## config.mk

```make
export PLATFORM = sky130hd
export DESIGN_NAME = mips32_fetch_unit
export DESIGN_NICKNAME = d
export VERILOG_FILES = /design/src/rtl/mips32_pkg.sv /design/src/rtl/mips32_fetch_queue.sv /design/src/rtl/mips32_fetch_unit.sv
export SDC_FILE = /design/constraint.sdc
export NUM_CORES = 1
export LEC_CHECK = 0
export ABC_CLOCK_PERIOD_IN_PS = 3900
export CORE_MARGIN = 5
export CORE_UTILIZATION = 30
export DETAILED_ROUTE_END_ITERATION = 10
export PLACE_DENSITY = 0.6
export SLEW_MARGIN = 20
export SYNTH_ARGS = -nofsm -noshare
export SYNTH_HDL_FRONTEND = slang
export SYNTH_SLANG_ARGS = --single-unit
```

## constraint.sdc

```tcl
create_clock -name clk1 -period 3.9 [get_ports clk1]
set_input_delay 0.78 -clock clk1 [delete_from_list [all_inputs] [get_ports clk1]]
set_output_delay 0.78 -clock clk1 [all_outputs]
set_load 0.02 [all_outputs]
```

## src/rtl/mips32_pkg.sv

```systemverilog
// ---------------------------------------------------------------------------
// mips32_pkg
// Shared definitions for the MIPS32 pipeline front-end:
//   - six-bit opcode constants for the supported instruction set
//   - instruction-type classification used by decode and later stages
//   - fetch_entry_t, the {instruction, next-PC} pair that travels from fetch
//     to decode
//   - small helpers to classify an instruction word by its opcode
// ---------------------------------------------------------------------------
package mips32_pkg;

  // Register-register ALU operations
  localparam logic [5:0] OP_ADD   = 6'b000000;
  localparam logic [5:0] OP_SUB   = 6'b000001;
  localparam logic [5:0] OP_AND   = 6'b000010;
  localparam logic [5:0] OP_OR    = 6'b000011;
  localparam logic [5:0] OP_SLT   = 6'b000100;
  localparam logic [5:0] OP_MUL   = 6'b000101;

  // Memory access
  localparam logic [5:0] OP_LW    = 6'b001000;
  localparam logic [5:0] OP_SW    = 6'b001001;

  // Register-immediate ALU operations
  localparam logic [5:0] OP_ADDI  = 6'b001010;
  localparam logic [5:0] OP_SUBI  = 6'b001011;
  localparam logic [5:0] OP_SLTI  = 6'b001100;

  // Conditional branches
  localparam logic [5:0] OP_BNEQZ = 6'b001101;
  localparam logic [5:0] OP_BEQZ  = 6'b001110;

  // Halt: fetch stops once this word has been queued
  localparam logic [5:0] OP_HLT   = 6'b111111;

  typedef enum logic [2:0] {
    RR_ALU,
    RM_ALU,
    LOAD,
    STORE,
    BRANCH,
    HALT
  } instr_type_e;

  // One prefetch queue entry: the fetched word and the address after it
  typedef struct packed {
    logic [31:0] ir;
    logic [31:0] npc;
  } fetch_entry_t;

  function automatic logic isHalt(input logic [31:0] ir);
    return (ir[31:26] == OP_HLT);
  endfunction

  // Unknown opcodes are treated as register-register ALU operations so
  // that decode always sees a legal type.
  function automatic instr_type_e instrType(input logic [31:0] ir);
    instr_type_e t;
    case (ir[31:26])
      OP_ADD, OP_SUB, OP_AND, OP_OR, OP_SLT, OP_MUL: t = RR_ALU;
      OP_ADDI, OP_SUBI, OP_SLTI:                     t = RM_ALU;
      OP_LW:                                         t = LOAD;
      OP_SW:                                         t = STORE;
      OP_BNEQZ, OP_BEQZ:                             t = BRANCH;
      OP_HLT:                                        t = HALT;
      default:                                       t = RR_ALU;
    endcase
    return t;
  endfunction

endpackage

```

## src/rtl/mips32_fetch_queue.sv

```systemverilog
// ---------------------------------------------------------------------------
// mips32_fetch_queue
// Synchronous FIFO of DEPTH fetch entries with first-word-fall-through head.
// While the queue is empty the head output keeps showing the last entry that
// was presented, so decode sees stable values between instructions.
//
// Ports:
//   i_clk     clock, rising edge
//   i_reset   synchronous active-high reset
//   i_enq     write i_entry at the tail
//   i_entry   entry to write
//   i_deq     consume the head (ignored while empty)
//   i_flush   discard all entries; wins over enqueue and dequeue
//   o_valid   head holds a live entry
//   o_head    head entry (or last presented entry while empty)
//   o_count   number of live entries, 0..DEPTH
// ---------------------------------------------------------------------------
module mips32_fetch_queue
  import mips32_pkg::*;
#(
  parameter int DEPTH = 4
) (
  input  logic                       i_clk,
  input  logic                       i_reset,
  input  logic                       i_enq,
  input  fetch_entry_t               i_entry,
  input  logic                       i_deq,
  input  logic                       i_flush,
  output logic                       o_valid,
  output fetch_entry_t               o_head,
  output logic [$clog2(DEPTH):0]     o_count
);

  localparam int PW = $clog2(DEPTH);
  localparam logic [PW-1:0] PTR_ONE  = PW'(1);
  localparam logic [PW:0]   CNT_ONE  = (PW + 1)'(1);
  localparam logic [PW:0]   CNT_FULL = (PW + 1)'(DEPTH);

  fetch_entry_t   r_mem [DEPTH];
  fetch_entry_t   r_lastHead;
  logic [PW-1:0]  r_wrPtr;
  logic [PW-1:0]  r_rdPtr;
  logic [PW:0]    r_count;

  logic           w_notEmpty;
  logic           w_doEnq;
  logic           w_doDeq;

  assign w_notEmpty = (r_count != '0);
  assign w_doEnq    = i_enq && !i_flush;
  assign w_doDeq    = i_deq && w_notEmpty && !i_flush;

  // Pointer and occupancy bookkeeping. A flush returns everything to the
  // empty state; the remembered head is still refreshed so the value shown
  // during the flush cycle is what lingers afterwards.
  always_ff @(posedge i_clk) begin
    if (i_reset) begin
      r_wrPtr    <= '0;
      r_rdPtr    <= '0;
      r_count    <= '0;
      r_lastHead <= '0;
    end else begin
      if (w_notEmpty) begin
        r_lastHead <= r_mem[r_rdPtr];
      end
      if (i_flush) begin
        r_wrPtr <= '0;
        r_rdPtr <= '0;
        r_count <= '0;
      end else begin
        if (w_doEnq) begin
          r_wrPtr <= r_wrPtr + PTR_ONE;
        end
        if (w_doDeq) begin
          r_rdPtr <= r_rdPtr + PTR_ONE;
        end
        case ({w_doEnq, w_doDeq})
          2'b10:   r_count <= r_count + CNT_ONE;
          2'b01:   r_count <= r_count - CNT_ONE;
          default: r_count <= r_count;
        endcase
      end
    end
  end

  // Storage array; no reset needed because the head mux never exposes an
  // unwritten slot.
  always_ff @(posedge i_clk) begin
    if (w_doEnq) begin
      r_mem[r_wrPtr] <= i_entry;
    end
  end

  assign o_valid = w_notEmpty;
  assign o_head  = w_notEmpty ? r_mem[r_rdPtr] : r_lastHead;
  assign o_count = r_count;

  // The fetch unit's credit scheme must keep the queue from overflowing
  assert property (@(posedge i_clk) disable iff (i_reset)
    !(w_doEnq && (r_count == CNT_FULL)));

endmodule

```

## src/rtl/mips32_fetch_unit.sv

```systemverilog
// ---------------------------------------------------------------------------
// mips32_fetch_unit
// Instruction fetch front-end. Owns the word-addressed PC, issues reads to a
// variable-latency instruction memory, buffers returned words in a prefetch
// queue and presents them to decode as {ir, npc} pairs over valid/ready.
// A taken branch flushes the queue and discards every in-flight response.
// Fetching stops after an HLT word has been queued until the next redirect.
//
// Ports:
//   clk1          clock, rising edge
//   reset         synchronous active-high reset
//   imem_req      read request (address on imem_addr)
//   imem_addr     word address of the request (the PC)
//   imem_gnt      memory accepted the request this cycle
//   imem_rvalid   read data valid, responses in request order
//   imem_rdata    returned instruction word
//   br_taken      one-cycle redirect strobe from execute
//   br_target     redirect word address, low AW bits used
//   id_valid      queue head valid for decode
//   id_ready      decode accepts the head
//   id_ir         head instruction
//   id_npc        head fetch address + 1, zero-extended
//   fetch_halted  HLT queued, fetch stopped
// ---------------------------------------------------------------------------
module mips32_fetch_unit
  import mips32_pkg::*;
#(
  parameter int          DEPTH    = 4,
  parameter int          AW       = 10,
  parameter int unsigned RESET_PC = 0
) (
  input  logic          clk1,
  input  logic          reset,
  output logic          imem_req,
  output logic [AW-1:0] imem_addr,
  input  logic          imem_gnt,
  input  logic          imem_rvalid,
  input  logic [31:0]   imem_rdata,
  input  logic          br_taken,
  input  logic [31:0]   br_target,
  output logic          id_valid,
  input  logic          id_ready,
  output logic [31:0]   id_ir,
  output logic [31:0]   id_npc,
  output logic          fetch_halted
);

  localparam int CW = $clog2(DEPTH);
  localparam logic [AW-1:0] RESET_PC_W   = AW'(RESET_PC);
  localparam logic [AW-1:0] ADDR_ONE     = AW'(1);
  localparam logic [CW:0]   CNT_ONE      = (CW + 1)'(1);
  localparam logic [CW+1:0] CREDIT_LIMIT = (CW + 2)'(DEPTH);

  logic [AW-1:0]  r_pc;
  logic [AW-1:0]  r_respPc;
  logic [CW:0]    r_outstanding;
  logic [CW:0]    r_drop;
  logic           r_stopped;

  logic [CW:0]    w_occ;
  logic [CW+1:0]  w_inFlight;
  logic           w_req;
  logic           w_fire;
  logic           w_enq;
  logic           w_deq;
  logic [CW:0]    w_outAfter;
  logic [AW-1:0]  w_target;
  fetch_entry_t   w_enqEntry;
  fetch_entry_t   w_head;
  logic           w_unused;

  assign w_target = br_target[AW-1:0];
  assign w_unused = &{1'b0, br_target[31:AW]};

  // Credit check: queued words plus words still in flight may never exceed
  // the queue depth, so every response is guaranteed a free slot.
  assign w_inFlight = {1'b0, w_occ} + {1'b0, r_outstanding};
  assign w_req      = !reset && !r_stopped && !br_taken && (w_inFlight < CREDIT_LIMIT);
  assign w_fire     = w_req && imem_gnt;

  // A response is only kept when no branch is redirecting this cycle, no
  // stale responses are still owed and fetch has not halted.
  assign w_enq = imem_rvalid && !br_taken && (r_drop == '0) && !r_stopped;

  // A redirect flushes the queue, so a concurrent handshake is consumed
  // by decode but must not also pop the (already discarded) head.
  assign w_deq = id_ready && !br_taken;

  // Outstanding count after this cycle's grant and response; a redirect
  // marks exactly this many responses for discard.
  always_comb begin
    w_outAfter = r_outstanding;
    if (w_fire && !imem_rvalid) begin
      w_outAfter = r_outstanding + CNT_ONE;
    end else if (!w_fire && imem_rvalid) begin
      w_outAfter = r_outstanding - CNT_ONE;
    end
  end

  always_comb begin
    w_enqEntry     = '0;
    w_enqEntry.ir  = imem_rdata;
    w_enqEntry.npc = {{(32 - AW){1'b0}}, r_respPc + ADDR_ONE};
  end

  // PC, response tracking, discard counter and halt flag. A redirect takes
  // priority over all ordinary updates except the outstanding bookkeeping.
  always_ff @(posedge clk1) begin
    if (reset) begin
      r_pc          <= RESET_PC_W;
      r_respPc      <= RESET_PC_W;
      r_outstanding <= '0;
      r_drop        <= '0;
      r_stopped     <= 1'b0;
    end else if (br_taken) begin
      r_pc          <= w_target;
      r_respPc      <= w_target;
      r_outstanding <= w_outAfter;
      r_drop        <= w_outAfter;
      r_stopped     <= 1'b0;
    end else begin
      r_outstanding <= w_outAfter;
      if (w_fire) begin
        r_pc <= r_pc + ADDR_ONE;
      end
      if (imem_rvalid && (r_drop != '0)) begin
        r_drop <= r_drop - CNT_ONE;
      end
      if (w_enq) begin
        r_respPc <= r_respPc + ADDR_ONE;
        if (isHalt(imem_rdata)) begin
          r_stopped <= 1'b1;
        end
      end
    end
  end

  mips32_fetch_queue #(
    .DEPTH (DEPTH)
  ) u_queue (
    .i_clk   (clk1),
    .i_reset (reset),
    .i_enq   (w_enq),
    .i_entry (w_enqEntry),
    .i_deq   (w_deq),
    .i_flush (br_taken),
    .o_valid (id_valid),
    .o_head  (w_head),
    .o_count (w_occ)
  );

  assign imem_req     = w_req;
  assign imem_addr    = r_pc;
  assign id_ir        = w_head.ir;
  assign id_npc       = w_head.npc;
  assign fetch_halted = r_stopped;

  // The memory must never answer a request that was not issued
  assert property (@(posedge clk1) disable iff (reset)
    !(imem_rvalid && (r_outstanding == '0)));

endmodule
```

==> results_dict.tcl, run 1 <==
set metrics [dict create \
    status "finished, final reports clean" \
    grt_first_pass_wirelength_um 36200 \
    globalplace.congestion 0.747 \
    slew_viol_final 0 \
    dpl.cell_count 1251 \
    whs_ns 0.473 \
    fp.dieW_um 198 \
    fin_crit_sh_pct 93.4 \
    first_global_vias 6383 \
    io_buffers 124 \
    antenna_left 0 \
    multi_input_comb_area_sq_mm 0.00331 \
    synth_seq_cells 268 \
    clock_latency_ns 0.54 \
    instances_no_fill 1307 \
    drt-initial-drc-count 251 \
    cts-hold-fix-buffers 0 \
    relSlewSlack_pct 56.2 \
    dpl.hpwl_um 14000 \
    synth_ff_type "edfxtp_1" \
    cp-start-kind "register" \
    powerDensity_mw_per_mm2 467 \
    utilization_pct 38.6 \
    postCtsSetupBuffers 0 \
    routedWlPerCell_um 17.2 \
    io_pins 147 \
    grt_start_max_net_pins 46 \
    hold_viol 0 \
    cts_num_sinks 268 \
    wirelength_um 22500 \
    start_util_pct 30.6 \
    required_ns 3.12 \
    num_rows 68 \
    vias 6082 \
    globalRoute.totalOverflow 0 \
    synth_area_leader_cell "edfxtp_1" \
    fin_skew_ns 0.0114 \
    final_layout_size_suffix_gt1_share_pct 18.2 \
    fin_nets 912 \
    hold_path_class "register to register" \
    peakVddDrop_uv 333 \
    path_max_fanout 22 \
    cts_made_buffers 30 \
    setup_viol_count_final 0 \
    regArea_sq_mm 0.00705 \
    clkTransAtPathRegs_ns 0.06 \
    yosysTopAreaCellShare_pct 47.5 \
    min_period_ns 3.64 \
    timing.fmax_mhz 275 \
    synth_edf_count 168 \
    syn-cell-area_sq_mm 0.0106 \
    area_growth_pct 26.3 \
    rsz0062_at_grt "no" \
    path_class "register to primary output" \
    diodes 0 \
    cp.arrival_ns 2.86 \
    fillCellCount 3240 \
    mostFrequentLayoutCells "edfxtp_1, clkdlybuf4s50_1, dfxtp_1" \
    synth_nets 774 \
    cts_buffer_depth 3 \
    p_total_w 0.00626 \
    yosysWarnings 0 \
    syn_inst 690 \
    grtUsageTotal_pct 11.5 \
    cts_root_buffer "clkbuf_16" \
    tightest_slew_ns 0.649 \
    leakagePower_nw 4.70 \
    tns_ns 0 \
    seq_area_frac_synth_pct 66.4 \
    cp-end-kind "primary output" \
    r2r_slack_ns 1.49 \
    async_flop_share_pct 0 \
    final_common_cell "edfxtp_1" \
    syn_area_per_cell_sq_um 15.4 \
    cts_resized 0 \
    routed_via_density 4.65 \
    core_area_sq_mm 0.0347 \
    cts.htree.levels 1 \
    cap_violations 0 \
    synth_cell_type_count 53 \
    drc 0 \
    drt_first_pass_iters 5 \
    die_h_um 198 \
    antenna_found_initial 0 \
    synthTopCellsByArea "edfxtp_1, dfxtp_1, mux4_2, mux2_2, and2_1" \
    die_area_sq_mm 0.0392 \
    cts_tree "yes" \
]
==> state kept, by name, indices dropped and copies added, names as in the netlist, named ones only <==
signal              count
fetch_halted            1
imem_addr              10
r_drop                  3
r_outstanding           3
r_respPc               10
u_queue.o_count         3
u_queue.r_lastHead     64
u_queue.r_mem         168
u_queue.r_rdPtr         2
u_queue.r_wrPtr         2
==> layer usage <==
layer,GRT usage (%),wire [um]
met2,18.1,10100
met3,2.77,1400
met5,0,0
met4,2.68,505
met1,16.3,10400
==> final timing paths <==
check	startpoint	cells after the start	end
worst min-delay path	u_queue.r_lastHead[26]	1	u_queue.r_lastHead[26]
worst max-delay path	register	4	id_ir[2]
worst max register to register	r_drop[0]	7	u_queue.r_mem[1][17]
worst min register to register	u_queue.r_lastHead[26]	1	u_queue.r_lastHead[26]
==> Yosys cell counts, types with 4 or more instances <==
cell type and n:
buf_2 6, a21oi_1 14, mux4_2 33, clkbuf_1 23, or3_1 4, inv_1 19, o31a_1 4, dfxtp_1 100
and3_1 31, xnor2_1 10, nor2_1 17, xor2_1 4, nor3_1 6, ha_1 13, mux2_2 43, and4_1 5
mux4_1 9, mux2i_1 5, edfxtp_1 168, nand3_1 11, and2_1 70, a31oi_1 6, o21ai_0 6, buf_6 5
o22ai_1 8, nand2_1 30
==> final cells by class <==
type,instances,area share (%)
Clock buffer,45,6.62
Clock inverter,11,0.634
Inverter,20,0.560
Multi-Input combinational cell,365,24.7
Sequential cell,268,52.6
Tap cell,455,4.24
Timing Repair Buffer,143,10.7
==> critical path: stages, from the launching register on <==
cell and delay [ns]:
dfxtp_4 0.67, buf_12 0.23, mux4_1 0.56, mux2_2 0.31, clkdlybuf4s50_1 0.54
==> logic make-up (layout without fill, tap and decap cells) <==
kind of cell | after synthesis | count (layout) | synth area share, %
flops | 268 | 268 | 66.4
simple gates | 188 | 188 | 10.2
mux | 90 | 90 | 14.3
compound gates | 59 | 59 | 3.75
buf+inv | 57 | 219 | 2.51
fa+ha+maj | 14 | 14 | 1.72
xor+xnor | 14 | 14 | 1.15
==> report_power, final <==
part	total, W	internal [W]	switching, W
Combinational	0.000443	0.000210	0.000232
Clock	0.00271	0.00163	0.00108
Sequential	0.00312	0.00308	0.0000361
Total	0.00626	0.00492	0.00134
==> metrics by stage <==
step | setup slack (ns) | area (sq um)
floorplan | 0.813 | 10600
global placement | 0.603 | 12400
detailed placement | 0.561 | 12400
CTS | 0.168 | 13400
global route | 0.100 | 13400
finish | 0.258 | 13400
No activity file was read; power rests on OpenSTA's default activity.
==> run 2: changes to the inputs <==
--- a/config.mk
+++ b/config.mk
@@ -6,6 +6,7 @@
 export NUM_CORES = 1
 export LEC_CHECK = 0
 export ABC_CLOCK_PERIOD_IN_PS = 3900
+export CAP_MARGIN = 10
 export CORE_MARGIN = 5
 export CORE_UTILIZATION = 30
 export DETAILED_ROUTE_END_ITERATION = 10
@@ -14,3 +15,4 @@
 export SYNTH_ARGS = -nofsm -noshare
 export SYNTH_HDL_FRONTEND = slang
 export SYNTH_SLANG_ARGS = --single-unit
+export TNS_END_PERCENT = 5
==> results of run 2 <==
The final DEF is identical to that of run 1; final timing and power are the same.
==> run 3: changes to the inputs <==
--- a/config.mk
+++ b/config.mk
@@ -8,9 +8,9 @@
 export ABC_CLOCK_PERIOD_IN_PS = 3900
 export CAP_MARGIN = 10
 export CORE_MARGIN = 5
-export CORE_UTILIZATION = 30
+export CORE_UTILIZATION = 40
 export DETAILED_ROUTE_END_ITERATION = 10
-export PLACE_DENSITY = 0.6
+export PLACE_DENSITY = 0.72
 export SLEW_MARGIN = 20
 export SYNTH_ARGS = -nofsm -noshare
 export SYNTH_HDL_FRONTEND = slang
==> run 3 against run 2 <==
Clock-buffer cell count is 10 lower. Sequential share of layout area is 0.81 points higher. Critical path type unchanged. Largest cell class unchanged. Combinational power hardly changed. Die area is 24% lower. Worst hold slack better by 0.0033 ns. Core utilization is 12 points higher. Register-to-register slack hardly changed. Cell area is 1.5% lower. First-iteration DRC count is 55% higher.
==> results_dict.tcl, run 3 (synthesis results as in run 1) <==
set metrics [dict create \
    io_buffers 124 \
    mostFrequentLayoutCells "edfxtp_1, clkdlybuf4s50_1, dfxtp_1" \
    globalRoute.totalOverflow 0 \
    fin_skew_ns 0.0110 \
    status "finished, final reports clean" \
    fin_nets 908 \
    globalplace.congestion 0.775 \
    rr_worst_depth 10 \
    grt_first_pass_wirelength_um 34200 \
    hold_path_class "register to register" \
    die_area_sq_mm 0.0299 \
    postCtsSetupBuffers 0 \
    cts_made_buffers 28 \
    clock_latency_ns 0.53 \
    grtUsageTotal_pct 14.0 \
    antenna_left 0 \
    core_area_sq_mm 0.0261 \
    r2r-end "u_queue.o_count[2]" \
    r2r_slack_ns 1.49 \
    drc 0 \
    tightest_slew_ns 0.739 \
    cts_num_sinks 268 \
    cts_tree "yes" \
    start_util_pct 40.6 \
    path_class "register to primary output" \
    relSlewSlack_pct 50.1 \
    largest-register "u_queue.r_mem" \
    cp-end-kind "primary output" \
    drt-initial-drc-count 388 \
    cts_root_buffer "clkbuf_16" \
    diodes 0 \
    io_pins 147 \
    num_rows 59 \
    cts-hold-fix-buffers 0 \
    required_ns 3.12 \
    largest_register_ffs 168 \
    area_growth_pct 24.4 \
    largestRegisters "u_queue.r_mem (168), u_queue.r_lastHead (64)" \
    cts.htree.levels 1 \
    wirelength_um 21300 \
    vias 6116 \
    cp-endpoint "id_ir[16]" \
    routed_via_density 5.19 \
    fp.dieW_um 173 \
    cts_buffer_depth 3 \
    final_common_cell "edfxtp_1" \
    grt_start_max_net_pins 46 \
    fin_crit_sh_pct 92.7 \
    leakagePower_nw 4.66 \
    timing.fmax_mhz 277 \
    cap_violations 0 \
    rsz0062_at_grt "no" \
    routedWlPerCell_um 18.1 \
    r2r-start "u_queue.o_count[0]" \
    cp-start-kind "register" \
    hold_viol 0 \
    antenna_found_initial 0 \
    powerDensity_mw_per_mm2 469 \
    clkTransAtPathRegs_ns 0.06 \
    utilization_pct 50.5 \
    slew_viol_final 0 \
    drt_first_pass_iters 4 \
    tns_ns 0 \
    path_max_fanout 20 \
    first_global_vias 6358 \
    min_period_ns 3.61 \
    peakVddDrop_uv 320 \
    cp.arrival_ns 2.83 \
    dpl.hpwl_um 13100 \
    setup_viol_count_final 0 \
    final_layout_size_suffix_gt1_share_pct 17.8 \
    cts_resized 0 \
    die_h_um 173 \
]
-- run 3: cell count changes in the layout (fill, tap and decap cells not counted), sizes merged --
cell / before / now
clkinv: 9 / 8
clkbuf: 45 / 35
buf: 19 / 17
inv: 20 / 22
clkinvlp: 1 / 2
bufinv: 1 / 3
-- run 3: cell type report --
cell class / count / area, sq um
Tap cell: 335 / 419
Multi-Input combinational cell: 365 / 3310
Sequential cell: 268 / 7050
Clock buffer: 35 / 758
Clock inverter: 15 / 165
Timing Repair Buffer: 141 / 1430
Fill cell: 2227 / 12900
Inverter: 20 / 75.1
-- run 3: critical path, cell delays in order, from the launching register on --
cell	delay (ns)
dfxtp_4	0.63
buf_4	0.29
mux4_1	0.56
mux2_2	0.28
clkdlybuf4s50_1	0.54
-- run 3: worst min path at each step --
stage	depth (start not counted)	from	slack (ns)	to
2_1_floorplan	1	u_queue.r_lastHead[10]	0.44	u_queue.r_lastHead[10]
3_3_place_gp	1	u_queue.r_lastHead[31]	0.46	u_queue.r_lastHead[31]
3_5_place_dp	1	u_queue.r_lastHead[20]	0.46	u_queue.r_lastHead[20]
4_1_cts	1	u_queue.r_lastHead[21]	0.48	u_queue.r_lastHead[21]
5_1_grt	1	u_queue.r_lastHead[31]	0.49	u_queue.r_lastHead[31]
6_report	1	u_queue.r_lastHead[30]	0.48	u_queue.r_lastHead[30]
-- run 3: report_power, final --
group | switching (W) | internal, W | total, W
logic | 0.000229 | 0.000212 | 0.000441
clock network | 0.00106 | 0.00158 | 0.00264
registers | 0.0000371 | 0.00308 | 0.00312
-- run 3: per-stage QoR --
stage / hold WS (ns) / std cells / worst slack [ns] / area [sq um] / total power [W]
3_3_place_gp: 0.457 / 1129 / 0.760 / 12300 / 0.00361
4_1_cts: 0.479 / 1179 / 0.211 / 13200 / 0.00628
2_1_floorplan: 0.444 / 690 / 0.813 / 10600 / 0.00342
3_5_place_dp: 0.459 / 1129 / 0.745 / 12300 / 0.00362
6_report: 0.476 / 1179 / 0.285 / 13200 / 0.00620
5_1_grt: 0.490 / 1179 / 0.132 / 13200 / 0.00646
-- run 3: routing by layer --
layer | global-route usage (%) | wire (um) | part of all wire, %
met5 | 0 | 0 | 0
met4 | 2.99 | 363 | 1.7
met3 | 3.23 | 1170 | 5.5
met2 | 23.3 | 10200 | 48
met1 | 18.9 | 9570 | 45
